**src/rtl/demux_pkg.sv**
```systemverilog
// demux_pkg: shared sizes, lane index type and FSM state type for the
// demux register bank (demux_reg_bank / demux_lane_reg).
package demux_pkg;

  localparam int DEMUX_I_WIDTH   = 8;
  localparam int DEMUX_F_WIDTH   = 8;
  localparam int DW              = DEMUX_I_WIDTH + DEMUX_F_WIDTH;
  localparam int DEMUX_SEL_WIDTH = 3;
  localparam int DEMUX_N_LANES   = 8;

  typedef logic [DEMUX_SEL_WIDTH-1:0] lane_idx_t;

  typedef enum logic [1:0] {
    FILL = 2'd0,
    FULL = 2'd1
  } demux_state_t;

endpackage

```
**src/rtl/demux_lane_reg.sv**
```systemverilog
// demux_lane_reg: one lane of the bank -- a sample register plus its
// "loaded" flag. A load always wins over a clear, so a write landing in the
// same cycle as a release keeps its lane marked valid.
module demux_lane_reg
  import demux_pkg::*;
#(
  parameter int DATA_W = DW
) (
  input  logic                     clk_i,
  input  logic                     rst_i,
  input  logic                     load_i,
  input  logic                     clr_i,
  input  logic signed [DATA_W-1:0] data_i,
  output logic signed [DATA_W-1:0] data_o,
  output logic                     valid_o
);

  logic signed [DATA_W-1:0] data_q;
  logic                     valid_q;

  // Lane storage: reset to zero, load copies the sample, clear only drops the flag.
  always_ff @(posedge clk_i) begin
    if (rst_i) begin
      data_q  <= '0;
      valid_q <= 1'b0;
    end else if (load_i) begin
      data_q  <= data_i;
      valid_q <= 1'b1;
    end else if (clr_i) begin
      data_q  <= data_q;
      valid_q <= 1'b0;
    end else begin
      data_q  <= data_q;
      valid_q <= valid_q;
    end
  end

  assign data_o  = data_q;
  assign valid_o = valid_q;

endmodule

```
**src/rtl/demux_reg_bank.sv**
```systemverilog
// demux_reg_bank: scatters one signed fixed-point stream into a bank of
// NUMBER_OUTPUT_DEMUX lane registers and presents the bank in parallel once
// every lane is loaded, holding it until release_i.
// Build option: define DEMUX_AUTO_SEL_EN to ignore sel_demux_i and pick the
// lane from an internal round-robin counter instead.
module demux_reg_bank
  import demux_pkg::*;
#(
  parameter int I_WIDTH             = DEMUX_I_WIDTH,
  parameter int F_WIDTH             = DEMUX_F_WIDTH,
  parameter int SEL_WIDTH_DEMUX     = DEMUX_SEL_WIDTH,
  parameter int NUMBER_OUTPUT_DEMUX = DEMUX_N_LANES
) (
  input  logic                              clk_i,
  input  logic                              rst_i,
  input  logic signed [I_WIDTH+F_WIDTH-1:0] data_in_i,
  input  logic [SEL_WIDTH_DEMUX-1:0]        sel_demux_i,
  input  logic                              valid_i,
  output logic                              ready_o,
  output logic signed [I_WIDTH+F_WIDTH-1:0] data_out_o [0:NUMBER_OUTPUT_DEMUX-1],
  output logic [NUMBER_OUTPUT_DEMUX-1:0]    lane_valid_o,
  output logic                              full_o,
  input  logic                              release_i,
  output logic                              sel_err_o
);

  localparam int DATA_W = I_WIDTH + F_WIDTH;
  localparam int N      = NUMBER_OUTPUT_DEMUX;
  localparam int NSLOT  = 1 << SEL_WIDTH_DEMUX;

  demux_state_t               state_q, state_d;
  logic                       full_q, full_d;
  logic                       sel_err_q, sel_err_d;
  logic [SEL_WIDTH_DEMUX-1:0] lane_sel_s;
  logic                       in_range_s;
  logic                       ready_s;
  logic                       accept_s;
  logic                       wr_en_s;
  logic                       all_set_s;
  logic [NSLOT-1:0]           valid_pad_s;
  logic [N-1:0]               lane_valid_s;
  logic [N-1:0]               load_s;
  logic [N-1:0]               next_mask_s;

`ifdef DEMUX_AUTO_SEL_EN
  localparam logic [SEL_WIDTH_DEMUX-1:0] LAST_LANE = SEL_WIDTH_DEMUX'(N - 1);
  localparam logic [SEL_WIDTH_DEMUX-1:0] ONE_LANE  = SEL_WIDTH_DEMUX'(1);

  logic [SEL_WIDTH_DEMUX-1:0] cnt_q, cnt_d;

  // Counter lane select: every lane index is always in range.
  always_comb begin
    lane_sel_s = cnt_q;
    in_range_s = 1'b1;
  end

  // Round-robin pointer; a release restarts at lane 0 unless a write lands in
  // that same cycle, in which case the pointer moves past the lane just written
  // so it can never be overwritten before the bank completes.
  always_comb begin
    cnt_d = cnt_q;
    if (accept_s) begin
      if (cnt_q == LAST_LANE) begin
        cnt_d = '0;
      end else begin
        cnt_d = cnt_q + ONE_LANE;
      end
    end else if (release_i) begin
      cnt_d = '0;
    end else begin
      cnt_d = cnt_q;
    end
  end

  // Lane pointer register.
  always_ff @(posedge clk_i) begin
    if (rst_i) begin
      cnt_q <= '0;
    end else begin
      cnt_q <= cnt_d;
    end
  end
`else
  // External lane select; indices at or above N are accepted but dropped.
  always_comb begin
    lane_sel_s = sel_demux_i;
    if (int'(sel_demux_i) < N) begin
      in_range_s = 1'b1;
    end else begin
      in_range_s = 1'b0;
    end
  end
`endif

  // Ready: only in FILL, and only if the addressed lane is still empty;
  // out-of-range selects are always taken so they can be flagged and dropped.
  always_comb begin
    valid_pad_s        = '0;
    valid_pad_s[N-1:0] = lane_valid_s;
    if (state_q != FILL) begin
      ready_s = 1'b0;
    end else if (!in_range_s) begin
      ready_s = 1'b1;
    end else begin
      ready_s = ~valid_pad_s[lane_sel_s];
    end
  end

  // Transfer decode: per-lane load strobes and the mask the bank will hold next cycle.
  always_comb begin
    accept_s = valid_i & ready_s;
    wr_en_s  = accept_s & in_range_s;
    load_s   = '0;
    for (int k = 0; k < N; k++) begin
      load_s[k] = wr_en_s && (int'(lane_sel_s) == k);
    end
    if (release_i) begin
      next_mask_s = load_s;
    end else begin
      next_mask_s = lane_valid_s | load_s;
    end
    all_set_s = &next_mask_s;
  end

  // FSM: FILL until the last empty lane is written, FULL until released.
  always_comb begin
    state_d = state_q;
    case (state_q)
      FILL: begin
        if (all_set_s) begin
          state_d = FULL;
        end else begin
          state_d = FILL;
        end
      end
      FULL: begin
        if (release_i) begin
          state_d = FILL;
        end else begin
          state_d = FULL;
        end
      end
      default: state_d = FILL;
    endcase
    full_d = (state_d == FULL);
`ifdef DEMUX_AUTO_SEL_EN
    sel_err_d = 1'b0;
`else
    sel_err_d = accept_s & ~in_range_s;
`endif
  end

  // Control registers: state, full flag and the one-cycle select-error pulse.
  always_ff @(posedge clk_i) begin
    if (rst_i) begin
      state_q   <= FILL;
      full_q    <= 1'b0;
      sel_err_q <= 1'b0;
    end else begin
      state_q   <= state_d;
      full_q    <= full_d;
      sel_err_q <= sel_err_d;
    end
  end

  for (genvar g = 0; g < N; g++) begin : g_lane
    demux_lane_reg #(
      .DATA_W(DATA_W)
    ) u_lane (
      .clk_i  (clk_i),
      .rst_i  (rst_i),
      .load_i (load_s[g]),
      .clr_i  (release_i),
      .data_i (data_in_i),
      .data_o (data_out_o[g]),
      .valid_o(lane_valid_s[g])
    );
  end

  assign ready_o      = ready_s;
  assign lane_valid_o = lane_valid_s;
  assign full_o       = full_q;
  assign sel_err_o    = sel_err_q;

endmodule

```
**config.mk**
```make
export PLATFORM = sky130hd
export DESIGN_NAME = demux_reg_bank
export DESIGN_NICKNAME = d
export VERILOG_FILES = /design/src/rtl/demux_pkg.sv /design/src/rtl/demux_lane_reg.sv /design/src/rtl/demux_reg_bank.sv
export SDC_FILE = /design/constraint.sdc
export NUM_CORES = 1
export LEC_CHECK = 0
export ABC_AREA = 0
export CAP_MARGIN = 20
export CELL_PAD_IN_SITES_DETAIL_PLACEMENT = 1
export CELL_PAD_IN_SITES_GLOBAL_PLACEMENT = 2
export CORE_MARGIN = 2
export CORE_UTILIZATION = 27
export CTS_CLUSTER_SIZE = 8
export DETAILED_ROUTE_END_ITERATION = 12
export MAX_ROUTING_LAYER = met4
export PLACE_DENSITY_LB_ADDON = 0.1
export SLEW_MARGIN = 10
export SYNTH_ARGS = -nofsm -noshare
export SYNTH_HDL_FRONTEND = slang
export SYNTH_SLANG_ARGS = --single-unit
```
**constraint.sdc**
```tcl
create_clock -name clk_i -period 2.45 [get_ports clk_i]
set_input_delay 0.245 -clock clk_i [delete_from_list [all_inputs] [get_ports clk_i]]
set_output_delay 0.245 -clock clk_i [all_outputs]
set_load 0.05 [all_outputs]
```
==> metrics.md <==
| Metric | Value |
|---|---|
| Register-to-register setup slack | 0.49 ns |
| Int Pwr | 4210 uW |
| Synth Warn # | 0 |
| Minimum clock period | 2.17 ns |
| Slew of the pin with the lowest slew margin | 0.664 ns |
| Syn Area/Cell | 8.67 um2 |
| CP Launch Type | flip-flop |
| CTS max path bufs | 2 |
| CP max stage delay | 0.48 ns |
| Crit. End Element | primary output |
| Port bufs | 160 |
| Vias in the first global route | 4851 |
| Psw | 1410 uW |
| Clock-pin slew on the worst setup and hold paths | 0.06 ns |
| Post-Syn Nets | 635 |
| Status | completed |
| Synthesized instance count | 612 |
| Worst hold slack | 0.289 ns |
| Ranking of synthesized cells by area | dfxtp_1, nand2_1, a21oi_1 |
| CTS buffer count | 17 |
| Crit Path Max Fanout | 7 |
| RSZ-0062 raised after global routing | no |
| Overall die area | 0.0208 mm2 |
| Placer Congestion | 0.770 |
| Initial antenna violation count | 0 |
| Final Instance Area | 0.00772 mm2 |
| TritonCTS clock tree | yes |
| Most common cell in the netlist | nand2_1 |
| WL/cell | 17.8 um |
| Fraction of layout cells with a size suffix above 1 | 0.134 |
| Synth unique cells | 39 |
| Worst hold path depth | 2 |
| Root Driver | clkbuf_16 |
| Post-CTS setup buffer count | 0 |
| Seq/Total Area, Yosys | 0.517 |
| Post-synth top area cell | dfxtp_1 |
| CTS Hold Buffers Added | 0 |
| Final Non-Filler Cells | 1024 |
| Grt ovf | 0 |
| Vias per cell | 4.54 |
| Hold Startpoint | rst_i |
| Final #Nets | 769 |
| WHS Endpoint | g_lane[2].u_lane.data_o[0]$_SDFFE_PP0P_ |
| Worst slew margin | 0.557 |
| Dpl cells | 992 |
| #FFs+latches synth | 137 |
| Crit path cell chain | mux4_2 -> nor2b_1 -> a211oi_2 -> buf_12 |
| R2R depth | 5 |
| Prevailing post-synth register cell | dfxtp_1 |
| Worst r2r src | state_q[0]$_SDFF_PP0_ |
| Clk_skew | 0.00886 ns |
| Starting DRC count in detailed routing | 162 |
| Detail Route Antenna Nets | 0 |
| Fmax | 460 MHz |
| Number of clock sinks | 137 |
| DRC Markers | 0 |
| DR pass1 iterations | 4 |
| Total wire length | 18.3 mm |
| Core area | 0.0194 mm2 |
| Required time of the critical path | 2.20 ns |
| Top-area cell type share of the netlist area | 0.517 |
| Final hold vios | 0 |
| Largest net degree at the start of global routing | 46 |
| Ant diodes | 0 |
| P_leak | 0.00266 uW |
| Worst skew pair latency | 0.42 ns |
| Row cnt | 51 |
| Seq pwr share | 0.411 |
| Slowest-stage cell, CP | mux4_2 |
| Comb pwr share | 0.100 |
| Power density over the cells | 728 mW/mm2 |
| Die Ht | 144 um |
| FF-to-FF End | g_lane[4].u_lane.data_o[2]$_SDFFE_PP0P_ |
| Synthesis-to-layout area growth | 45.6% |
| Setup TNS Final | 0 ns |
| Critical path class | reg -> out |
| Crit path DAT | 1.93 ns |
| Post-cts sizing count | 0 |
| Max Cap Viol | 0 |
| Period utilisation layout | 0.887 |
| Post-DP HPWL | 12.6 mm |
| Die extent in x | 144 um |
| Worst vdd ir | 462 uV |
| Slew Limit Fails | 0 |
| Starting density of the core | 0.274 |
| Clock power frac | 0.489 |
| H-tree depth | 4 |
| Hold crit path type | in -> reg |
| Synth top cells by count | nand2_1, dfxtp_1, a21oi_1, nor2_1, clkbuf_1 |
| FFs w/ async S/R, synth | 0 |
| CP startpoint | g_lane[1].u_lane.valid_o$_SDFFE_PP0P_ |
| First-pass GRT wire length | 27.8 mm |
| Switch share | 0.252 |
| All-Layer GR Usage | 0.184 |
| Setup violators final | 0 |
| Synthesized area | 0.00531 mm2 |
| Number of synthesized flops with an enable pin | 0 |
| Total number of vias | 4649 |
| Dpl cell area | 0.00710 mm2 |
| Top Ports | 162 |
-- critical path, delay by kind of cell (launching register included) --
family                 cells  cell delay [ns]
multiplexers               1             0.48
flip-flops                 1             0.41
AO/OA/AOI/OAI              1             0.29
buffers and inverters      1             0.18
AND/OR/NAND/NOR            1             0.15
-- cell usage in the layout, fill, tap and decap left out, types with 2 or more instances in the layout --
master,instances
a21oi_1,83
a21oi_2,18
a21oi_4,2
buf_12,4
buf_4,18
bufinv_16,4
clkbuf_16,17
clkbuf_8,2
clkdlybuf4s50_1,158
clkinv_2,3
clkinvlp_4,5
dfxtp_1,137
mux2i_1,32
mux4_2,2
nand2_1,182
nand2_2,18
nand2b_1,2
nor2_1,36
nor2b_1,2
nor3_2,2
nor3_4,3
o21bai_1,4
or3_1,6
-- power groups by stage --
stage | logic [uW] | registers, uW | clock network [uW]
final | 563 | 2310 | 2750
after global routing | 601 | 2310 | 2920
after CTS | 573 | 2310 | 2820
after detailed placement | 571 | 2360 | 0
after global placement | 563 | 2360 | 0
after floorplan | 210 | 2500 | 0
-- worst max-delay path by stage --
stage | to | slack [ns] | cells after the start
floorplan | ready_o | 0.22 | 4
global placement | g_lane[0].u_lane.data_o[4]$_SDFFE_PP0P_ | 0.14 | 6
detailed placement | g_lane[0].u_lane.data_o[4]$_SDFFE_PP0P_ | 0.08 | 6
CTS | ready_o | 0.24 | 4
global route | ready_o | 0.19 | 4
finish | ready_o | 0.28 | 4
-- per-layer routing --
metal | vias up | GRT usage | part of all wire
met5 | - | - | 0
met4 | 0 | 0.0557 | 0.011
met3 | 18 | 0.0533 | 0.053
met2 | 100 | 0.306 | 0.50
met1 | 2288 | 0.217 | 0.44
li1 | 2243 | - | -
-- layout make-up --
type                       count  area [um2]
clock buffer                  20         457
clock inverter                12         173
sequential                   137        2740
tap                          265         332
fill                        2257       11700
inverter                       1        3.75
timing repair buffer         180        1800
multi-input combinational    409        2220
-- through the flow --
step	total power (uW)	setup slack, ns	utilization
2_1_floorplan	2710	0.220	-
3_5_place_dp	2930	0.0763	0.366
6_report	5620	0.278	0.398
5_1_grt	5830	0.191	0.398
4_1_cts	5700	0.242	0.398
3_3_place_gp	2920	0.141	0.366
-- cell families after synthesis --
logic type,after synthesis,synth area share
buffers and inverters,66,0.0667
other,1,0.000707
flip-flops,137,0.517
AND/OR/NAND/NOR,262,0.220
AO/OA/AOI/OAI,112,0.127
multiplexers,34,0.0689
-- registers in the layout, summed over array words and instances, names as in the netlist --
signal / cells
state_q: 1
g_lane.u_lane.valid_o: 8
g_lane.u_lane.data_o: 128
(Power assumes the default switching activity.)
